**config.mk**
```make
export PLATFORM = sky130hd
export DESIGN_NAME = ucsbece154b_nway_hazard_unit
export DESIGN_NICKNAME = d
export VERILOG_FILES = /design/src/rtl/ucsbece154b_nway_hazard_unit.sv
export SDC_FILE = /design/constraint.sdc
export NUM_CORES = 1
export LEC_CHECK = 0
export CORE_ASPECT_RATIO = 1.4
export CORE_UTILIZATION = 56
export CTS_CLUSTER_SIZE = 25
export DETAILED_ROUTE_END_ITERATION = 12
export HOLD_SLACK_MARGIN = 0.03
export PLACE_DENSITY = 0.85
export SLEW_MARGIN = 20
export SYNTH_ARGS = -nofsm -noshare
export SYNTH_HDL_FRONTEND = slang
export SYNTH_SLANG_ARGS = --single-unit
```
**constraint.sdc**
```tcl
create_clock -name clk -period 6.55 [get_ports clk]
set_input_delay 0.9825 -clock clk [delete_from_list [all_inputs] [get_ports clk]]
set_output_delay 0.9825 -clock clk [all_outputs]
set_load 0.01 [all_outputs]
```
**src/rtl/ucsbece154b_nway_hazard_unit.sv**
```systemverilog
// N-wide in-order issue and hazard unit: longest-prefix issue selection, internal
// E/M/W tracking, cross-slot forwarding selects, load-use stall and mispredict squash.
module ucsbece154b_nway_hazard_unit #(
  parameter int N         = 2,
  parameter int MEM_PORTS = 1,
  localparam int SW = $clog2(N),
  localparam int FW = SW + 2
) (
  input  logic            clk,
  input  logic            reset,
  input  logic [N-1:0]    valid_d_i,
  input  logic [5*N-1:0]  rs1_d_i,
  input  logic [5*N-1:0]  rs2_d_i,
  input  logic [5*N-1:0]  rd_d_i,
  input  logic [N-1:0]    regwrite_d_i,
  input  logic [N-1:0]    load_d_i,
  input  logic [N-1:0]    mem_d_i,
  input  logic [N-1:0]    ctrl_d_i,
  input  logic            mispredict_i,
  input  logic [SW-1:0]   mispredict_slot_i,
  output logic [N-1:0]    issue_mask_o,
  output logic [SW:0]     issue_count_o,
  output logic            stall_f_o,
  output logic            stall_d_o,
  output logic [N-1:0]    kill_e_o,
  output logic [FW*N-1:0] fwd_a_e_o,
  output logic [FW*N-1:0] fwd_b_e_o,
  output logic [N-1:0]    regwrite_w_o
);

  logic [4:0] rs1D [N];
  logic [4:0] rs2D [N];
  logic [4:0] rdD  [N];

  logic [N-1:0] validE, regwriteE, loadE;
  logic [4:0]   rdE  [N];
  logic [4:0]   rs1E [N];
  logic [4:0]   rs2E [N];

  logic [N-1:0] validM, regwriteM;
  logic [4:0]   rdM [N];

  logic [N-1:0] validW, regwriteW;
  logic [4:0]   rdW [N];

  logic [N-1:0]    issueMask;
  logic [SW:0]     issueCount;
  logic [N-1:0]    killE;
  logic [FW*N-1:0] fwdA, fwdB;

  for (genvar g = 0; g < N; g++) begin : g_unpack
    assign rs1D[g] = rs1_d_i[5*g +: 5];
    assign rs2D[g] = rs2_d_i[5*g +: 5];
    assign rdD[g]  = rd_d_i[5*g +: 5];
  end

  // Once any slot fails, prefixOk stays low so the mask is always a prefix.
  always_comb begin
    logic slotOk;
    logic prefixOk;
    int   memUsed;
    slotOk     = 1'b0;
    prefixOk   = ~mispredict_i;
    memUsed    = 0;
    issueMask  = '0;
    issueCount = '0;
    for (int unsigned i = 0; i < N; i++) begin
      slotOk = valid_d_i[i];
      if (mem_d_i[i]) memUsed = memUsed + 1;
      if (memUsed > MEM_PORTS) slotOk = 1'b0;
      for (int unsigned j = 0; j < i; j++) begin
        if (regwrite_d_i[j] && rdD[j] != 5'd0) begin
          if (rdD[j] == rs1D[i] || rdD[j] == rs2D[i]) slotOk = 1'b0;
          if (regwrite_d_i[i] && rdD[j] == rdD[i])   slotOk = 1'b0;
        end
        if (ctrl_d_i[j]) slotOk = 1'b0;
      end
      for (int unsigned k = 0; k < N; k++) begin
        if (validE[k] && loadE[k] && regwriteE[k] && rdE[k] != 5'd0 &&
            (rdE[k] == rs1D[i] || rdE[k] == rs2D[i]))
          slotOk = 1'b0;
      end
      prefixOk     = prefixOk & slotOk;
      issueMask[i] = prefixOk;
      issueCount   = issueCount + {{SW{1'b0}}, prefixOk};
    end
  end

  always_comb begin
    killE = '0;
    for (int unsigned k = 0; k < N; k++)
      killE[k] = mispredict_i && (k > 32'(mispredict_slot_i));
  end

  // W candidates are scanned first and M last, each oldest-to-youngest, so later
  // matches override earlier ones: M beats W, and the youngest slot wins per stage.
  always_comb begin
    logic [FW-1:0] selA, selB;
    selA = '0;
    selB = '0;
    fwdA = '0;
    fwdB = '0;
    for (int unsigned s = 0; s < N; s++) begin
      selA = '0;
      selB = '0;
      if (validE[s] && !killE[s]) begin
        for (int unsigned w = 0; w < N; w++) begin
          if (validW[w] && regwriteW[w] && rdW[w] != 5'd0) begin
            if (rdW[w] == rs1E[s]) selA = {1'b1, 1'b1, SW'(w)};
            if (rdW[w] == rs2E[s]) selB = {1'b1, 1'b1, SW'(w)};
          end
        end
        for (int unsigned m = 0; m < N; m++) begin
          if (validM[m] && regwriteM[m] && rdM[m] != 5'd0) begin
            if (rdM[m] == rs1E[s]) selA = {1'b1, 1'b0, SW'(m)};
            if (rdM[m] == rs2E[s]) selB = {1'b1, 1'b0, SW'(m)};
          end
        end
      end
      fwdA[FW*s +: FW] = selA;
      fwdB[FW*s +: FW] = selB;
    end
  end

  always_ff @(posedge clk) begin
    if (reset) begin
      validE    <= '0;
      regwriteE <= '0;
      loadE     <= '0;
      validM    <= '0;
      regwriteM <= '0;
      validW    <= '0;
      regwriteW <= '0;
    end else begin
      validE    <= valid_d_i & issueMask;
      regwriteE <= regwrite_d_i;
      loadE     <= load_d_i;
      validM    <= validE & ~killE;
      regwriteM <= regwriteE;
      validW    <= validM;
      regwriteW <= regwriteM;
    end
  end

  // Register specifiers are only meaningful alongside a set valid bit.
  always_ff @(posedge clk) begin
    for (int unsigned i = 0; i < N; i++) begin
      rdE[i]  <= rdD[i];
      rs1E[i] <= rs1D[i];
      rs2E[i] <= rs2D[i];
      rdM[i]  <= rdE[i];
      rdW[i]  <= rdM[i];
    end
  end

  assign issue_mask_o  = issueMask;
  assign issue_count_o = issueCount;
  assign stall_f_o     = (issueCount == '0) & (|valid_d_i) & ~mispredict_i;
  assign stall_d_o     = (issueCount == '0) & (|valid_d_i) & ~mispredict_i;
  assign kill_e_o      = killE;
  assign fwd_a_e_o     = fwdA;
  assign fwd_b_e_o     = fwdB;
  assign regwrite_w_o  = validW & regwriteW;

endmodule
```
==> results of run 1 <==
==> cell usage in the layout (no fill, tap or decap) <==
cell / synthesis / final
and2_1: 2 / 2
o2111ai_2: 1 / 1
o21ai_1: 2 / 2
o21ai_0: 6 / 6
nand2b_1: 1 / 1
xnor2_1: 64 / 64
a21oi_1: 9 / 9
clkdlybuf4s50_1: 0 / 63
or4b_4: 1 / 1
nand3b_1: 1 / 1
dfxtp_1: 64 / 64
inv_1: 5 / 5
o211a_1: 1 / 1
or4_4: 1 / 1
or4_1: 6 / 6
xor2_1: 71 / 71
conb_1: 1 / 1
nand3_1: 22 / 22
nor3_1: 16 / 16
nand4_1: 4 / 4
clkinv_2: 0 / 4
nor2b_1: 14 / 14
o211ai_1: 1 / 1
o21bai_1: 1 / 1
clkbuf_1: 26 / 1
clkinvlp_4: 0 / 1
nand2_1: 4 / 4
nor4_1: 14 / 14
nor2_1: 9 / 9
a31oi_1: 2 / 2
clkbuf_8: 0 / 9
clkinv_4: 0 / 1
o2111ai_1: 1 / 1
o311a_1: 1 / 1
nor3_4: 1 / 1
or3_1: 1 / 1
==> per-layer routing <==
layer	up-vias	GRT usage, %	part of all wire, %	wire length [um]
met1	1219	24.09	36	2735
met4	0	20.57	5.8	443
met2	94	49.42	55	4231
met5	-	0	0	0
met3	36	4.490	3.4	258
li1	1263	-	-	-
==> worst max-delay path, stage by stage <==
cell,delay (ns)
clkdlybuf4s50_1,0.53
or4_1,0.57
o21ai_0,0.16
a31oi_1,0.07
or4_1,0.62
nor2_1,0.16
clkdlybuf4s50_1,0.55
==> sequential cells by signal (all words and copies together) (netlist names) <==
signal	cells
validW	2
rs1E	10
rdM	10
rdW	10
regwriteM	2
validE	2
regwriteE	2
regwriteW	2
validM	2
rs2E	10
rdE	10
loadE	2
==> final timing paths <==
check                from          endpoint  depth (start not counted)
max             rd_d_i[1]  issue_count_o[1]                          7
min          regwriteM[1]      regwriteW[1]                          1
max reg2reg     rdE[0][1]         validE[1]                          5
min reg2reg  regwriteM[1]      regwriteW[1]                          1
==> logic make-up after synthesis <==
group	after synthesis	share of synthesized area, %
compound gates	25	4.613
xor+xnor	135	34.87
buf+inv	46	6.162
flops	64	37.79
other cells	1	0.1106
simple gates	97	16.46
==> synth_stat cells, types with 3 or more instances <==
library cell,count,share of area [%]
inv_1,5,0.55
o21ai_0,6,0.89
nand3_1,22,3.2
nand2_1,4,0.44
buf_4,3,0.66
or4_1,6,1.3
nor4_1,14,2.6
nor3_1,16,2.4
xnor2_1,64,17
a21oi_1,9,1.3
nand4_1,4,0.74
nor2_1,9,1.0
dfxtp_1,64,38
buf_6,3,1.0
clkbuf_1,26,2.9
buf_1,7,0.78
xor2_1,71,18
nor2b_1,14,2.6
==> through the flow <==
step / power, uW / worst slack [ns]
finish: 848.3 / 1.917
CTS: 851.9 / 1.928
global route: 886.6 / 1.778
floorplan: 528.7 / 2.931
global placement: 574.1 / 1.990
detailed placement: 580.3 / 1.951
==> power breakdown <==
part	total, uW	leakage [uW]	internal [uW]	switching (uW)
registers	447	0.000537	409	38.6
clock network	276	0.0000858	135	141
logic	125	0.000883	75.9	49.2
total	848	0.00151	620	229
==> final cells by class <==
| cell class | count | area (um2) |
|---|---|---|
| clock buffers | 10 | 127.6 |
| fillers | 469 | 1780 |
| multi-input cells | 258 | 1901 |
| well taps | 70 | 87.58 |
| repair buffers | 63 | 630.6 |
| flip-flops and latches | 64 | 1281 |
| clock inverters | 6 | 36.28 |
| inverters | 5 | 18.77 |
==> key figures, run 1 <==
Run status
  • Status: completed

Worst setup path
  • Worst path required time: 5.57 ns
  • CP max FO: 5
  • Critical path class: primary input to primary output
  • CP endpoint kind: primary output
  • Worst reg-to-reg setup slack: 4.41 ns
  • Worst setup SP type: primary input
  • WP data arrival: 3.65 ns

CTS
  • CTS Hold Bufs: 0
  • CTS tree: yes
  • Post-cts resize count: 0
  • Post-CTS Setup Bufs: 0
  • CTS sink count: 64
  • Clock buffer depth: 2
  • Later-pin clock latency in the skew report: 0.33 ns
  • CTS Buf Count: 9
  • Root buf cell: clkbuf_8
  • Clock slew at reported path FFs: 0.07 ns
  • H-tree level count: 3

STA
  • Fmax: 215.9 MHz
  • Max-slew violations: 0
  • Final min period: 4.633 ns
  • Final Skew: 0.008119 ns
  • Worst-Margin Slew: 0.5738 ns
  • Setup TNS: 0 ns
  • Final Hold Viols: 0
  • Setup Viol. Count Final: 0
  • Period utilization: 70.73%
  • Relative slew slack: 61.40%
  • Unrepaired setup endpoints after global routing: no
  • WHS: 0.4686 ns

Detailed routing
  • Final wirelength: 7668 um
  • Total number of vias: 2612
  • Vias per inst: 5.487
  • Antenna viol nets, final: 0
  • Drt wl/cell: 16.11 um
  • DRC Markers: 0
  • Drt first pass iters: 4
  • 1st-iter DRT viols: 71

Logic synthesis
  • Sequential share of the synthesized area: 37.79%
  • Syn Nets: 412
  • Number of flops mapped to enable cells by yosys: 0
  • Distinct cells, synth: 35
  • Synth Instances: 368
  • Ys flop type: dfxtp_1
  • Yosys warns: 0
  • Post-Syn Area: 3391 um2
  • Seq cells post-synth: 64
  • Post-synth ARST share: 0%
  • Syn Area/Cell: 9.214 um2

Final layout
  • Final nets: 445
  • Design Area, Final: 4083 um2
  • Area Overhead vs Synth: 20.41%
  • Non-filler cells, final: 476
  • Final core occ: 69.63%
  • Share of cells above drive strength 1: 4.680%
  • # diodes: 0

Die
  • Die extent in y: 94.07 um
  • Die Width: 67.77 um
  • Initial Util: 57.83%
  • Row count: 33
  • Area of the die: 6375 um2
  • Core Region: 5863 um2
  • I/O pin count: 66

Global route
  • Initial antenna violation count: 0
  • Total GRT Usage: 26.59%
  • Overflow after GRT: 0
  • First-pass GRT wire length: 12220 um
  • Vias in the first global route: 2709
  • Largest net degree at the start of global routing: 15

Power
  • Power Dens Cells: 207.8 nW/um2
  • IR drop worst, VDD: 0.1657 mV
  • Leakage: 0.001505 uW

Hold path
  • Worst Hold Class: register to register

Placed design
  • Instance area at placement: 3919 um2
  • Gp weighted congestion: 0.8710
  • Inst Count DP: 460
  • Final HPWL DP: 6334 um
  • PortBufs: 63

Run
  • Maxcap violations: 0
(Power assumes the default switching activity.)
==> inputs of run 2 (changes only) <==
Settings changed: CORE_UTILIZATION 56 to 52, PLACE_DENSITY 0.85 to 0.8.
Clock period 6.55 ns to 4.85 ns, I/O delays scaled along.
==> run 2 against run 1 <==
Critical path depth unchanged. Final cell count grew 0.42%. Routed wire length rose by 5.4%. Critical path type unchanged. Critical endpoint unchanged.
==> key figures, run 2 (synthesized netlist as in run 1, its figures left out) <==
Global route
  • Initial antenna violation count: 0
  • Vias in the first global route: 2647
  • Overflow after GRT: 0
  • Total GRT Usage: 24.85%
  • Largest net degree at the start of global routing: 15
  • First-pass GRT wire length: 12960 um

CTS
  • CTS tree: yes
  • Later-pin clock latency in the skew report: 0.34 ns
  • CTS Buf Count: 9
  • H-tree level count: 3
  • Clock buffer depth: 2
  • CTS Hold Bufs: 0
  • CTS sink count: 64
  • Post-CTS Setup Bufs: 0
  • Root buf cell: clkbuf_8
  • Post-cts resize count: 0
  • Clock slew at reported path FFs: 0.07 ns

Die
  • Die Width: 70.25 um
  • Core Region: 6254 um2
  • Die extent in y: 97.55 um
  • I/O pin count: 66
  • Initial Util: 54.22%
  • Area of the die: 6852 um2
  • Row count: 34

Placed design
  • PortBufs: 63
  • Gp weighted congestion: 0.9294
  • Final HPWL DP: 6448 um
  • Inst Count DP: 462
  • Setup slack at placement: 0.7542 ns

Final layout
  • Number of fill cells: 526
  • Most common cell after layout, fill and taps aside: xor2_1
  • Area Overhead vs Synth: 23.14%
  • Most frequent cells in the layout: xor2_1 (71), xnor2_1 (64), dfxtp_1 (64), clkdlybuf4s50_1 (63), nand3_1 (22)
  • Non-filler cells, final: 478
  • # diodes: 0
  • Final nets: 445
  • Share of cells above drive strength 1: 4.926%
  • Final core occ: 66.77%

STA
  • Period utilization: 84.65%
  • Max-slew violations: 0
  • Setup Viol. Count Final: 0
  • Final min period: 4.106 ns
  • Unrepaired setup endpoints after global routing: no
  • Fmax: 243.6 MHz
  • Setup TNS: 0 ns
  • WHS: 0.4643 ns
  • Final Hold Viols: 0
  • Relative slew slack: 55.52%
  • Final WS setup: 0.7443 ns
  • Worst-Margin Slew: 0.6611 ns
  • Final Skew: 0.005203 ns

Detailed routing
  • Routed met3 length: 305 um
  • Drt wl/cell: 16.91 um
  • Met1 WL: 2939 um
  • Vias per inst: 5.385
  • DRC Markers: 0
  • Total number of vias: 2574
  • 1st-iter DRT viols: 70
  • Routed met2 length: 4386 um
  • Final wirelength: 8082 um
  • Antenna viol nets, final: 0
  • Drt first pass iters: 4
  • Max Used Layer: met4

Hold path
  • Worst Hold Class: register to register
  • Worst hold stages: 1

Power
  • Power Dens Cells: 320.5 nW/um2
  • Clock share of power: 42.1%
  • IR drop worst, VDD: 0.2021 mV
  • Combinational share of power: 12.7%
  • Leakage: 0.001546 uW
  • Psw: 326.1 uW
  • Internal: 1012 uW
  • Sw Share: 24.37%
  • Seq pwr share: 45.2%

Worst setup path
  • Worst path required time: 4.12 ns
  • Worst reg2reg path depth: 5
  • CP endpoint kind: primary output
  • Critical path class: primary input to primary output
  • WP data arrival: 3.38 ns
  • Worst setup SP type: primary input
  • CP max FO: 5

Run
  • Maxcap violations: 0

Run status
  • Status: completed
[run 2: worst max-delay path: stages]
cell             delay [ns]
clkdlybuf4s50_1        0.53
or4_1                  0.57
o21ai_0                0.16
a31oi_1                0.06
or4_1                  0.61
nor2_1                 0.16
clkdlybuf4s50_1        0.56
[run 2: final timing paths]
kind | from | slack (ns) | to
worst max register to register | rdE[0][1] | 2.72 | validE[1]
worst min-delay path | regwriteM[1] | 0.46 | regwriteW[1]
worst max-delay path | rd_d_i[1] | 0.74 | issue_count_o[1]
worst min register to register | regwriteM[1] | 0.46 | regwriteW[1]
[run 2: area by class of cell]
cell class	instances	area [um2]	area share [%]
inverters	5	18.77	0.4495
well taps	72	90.09	2.158
repair buffers	63	630.6	15.10
clock inverters	6	116.4	2.787
flip-flops and latches	64	1281	30.69
multi-input cells	258	1901	45.52
clock buffers	10	137.6	3.296
[run 2: metrics by stage]
stage          power (uW)  cell area [um2]
2_1_floorplan       714.0             3391
3_3_place_gp        777.3             3921
3_5_place_dp        784.3             3921
4_1_cts              1348             4175
5_1_grt              1386             4175
6_report             1338             4175
[run 2: power groups by stage]
stage	clock, uW	sequential, uW	combinational, uW
3_5_place_dp	0	615	169
6_report	563	605	170
5_1_grt	593	608	185
2_1_floorplan	0	578	137
4_1_cts	574	604	171
3_3_place_gp	0	614	163
[run 2: per-layer routing]
metal  vias up  global-route usage, %
li1       1262                      -
met1      1182                  23.51
met2        94                  46.37
met3        36                  4.772
met4         0                  17.38
met5         -                      0
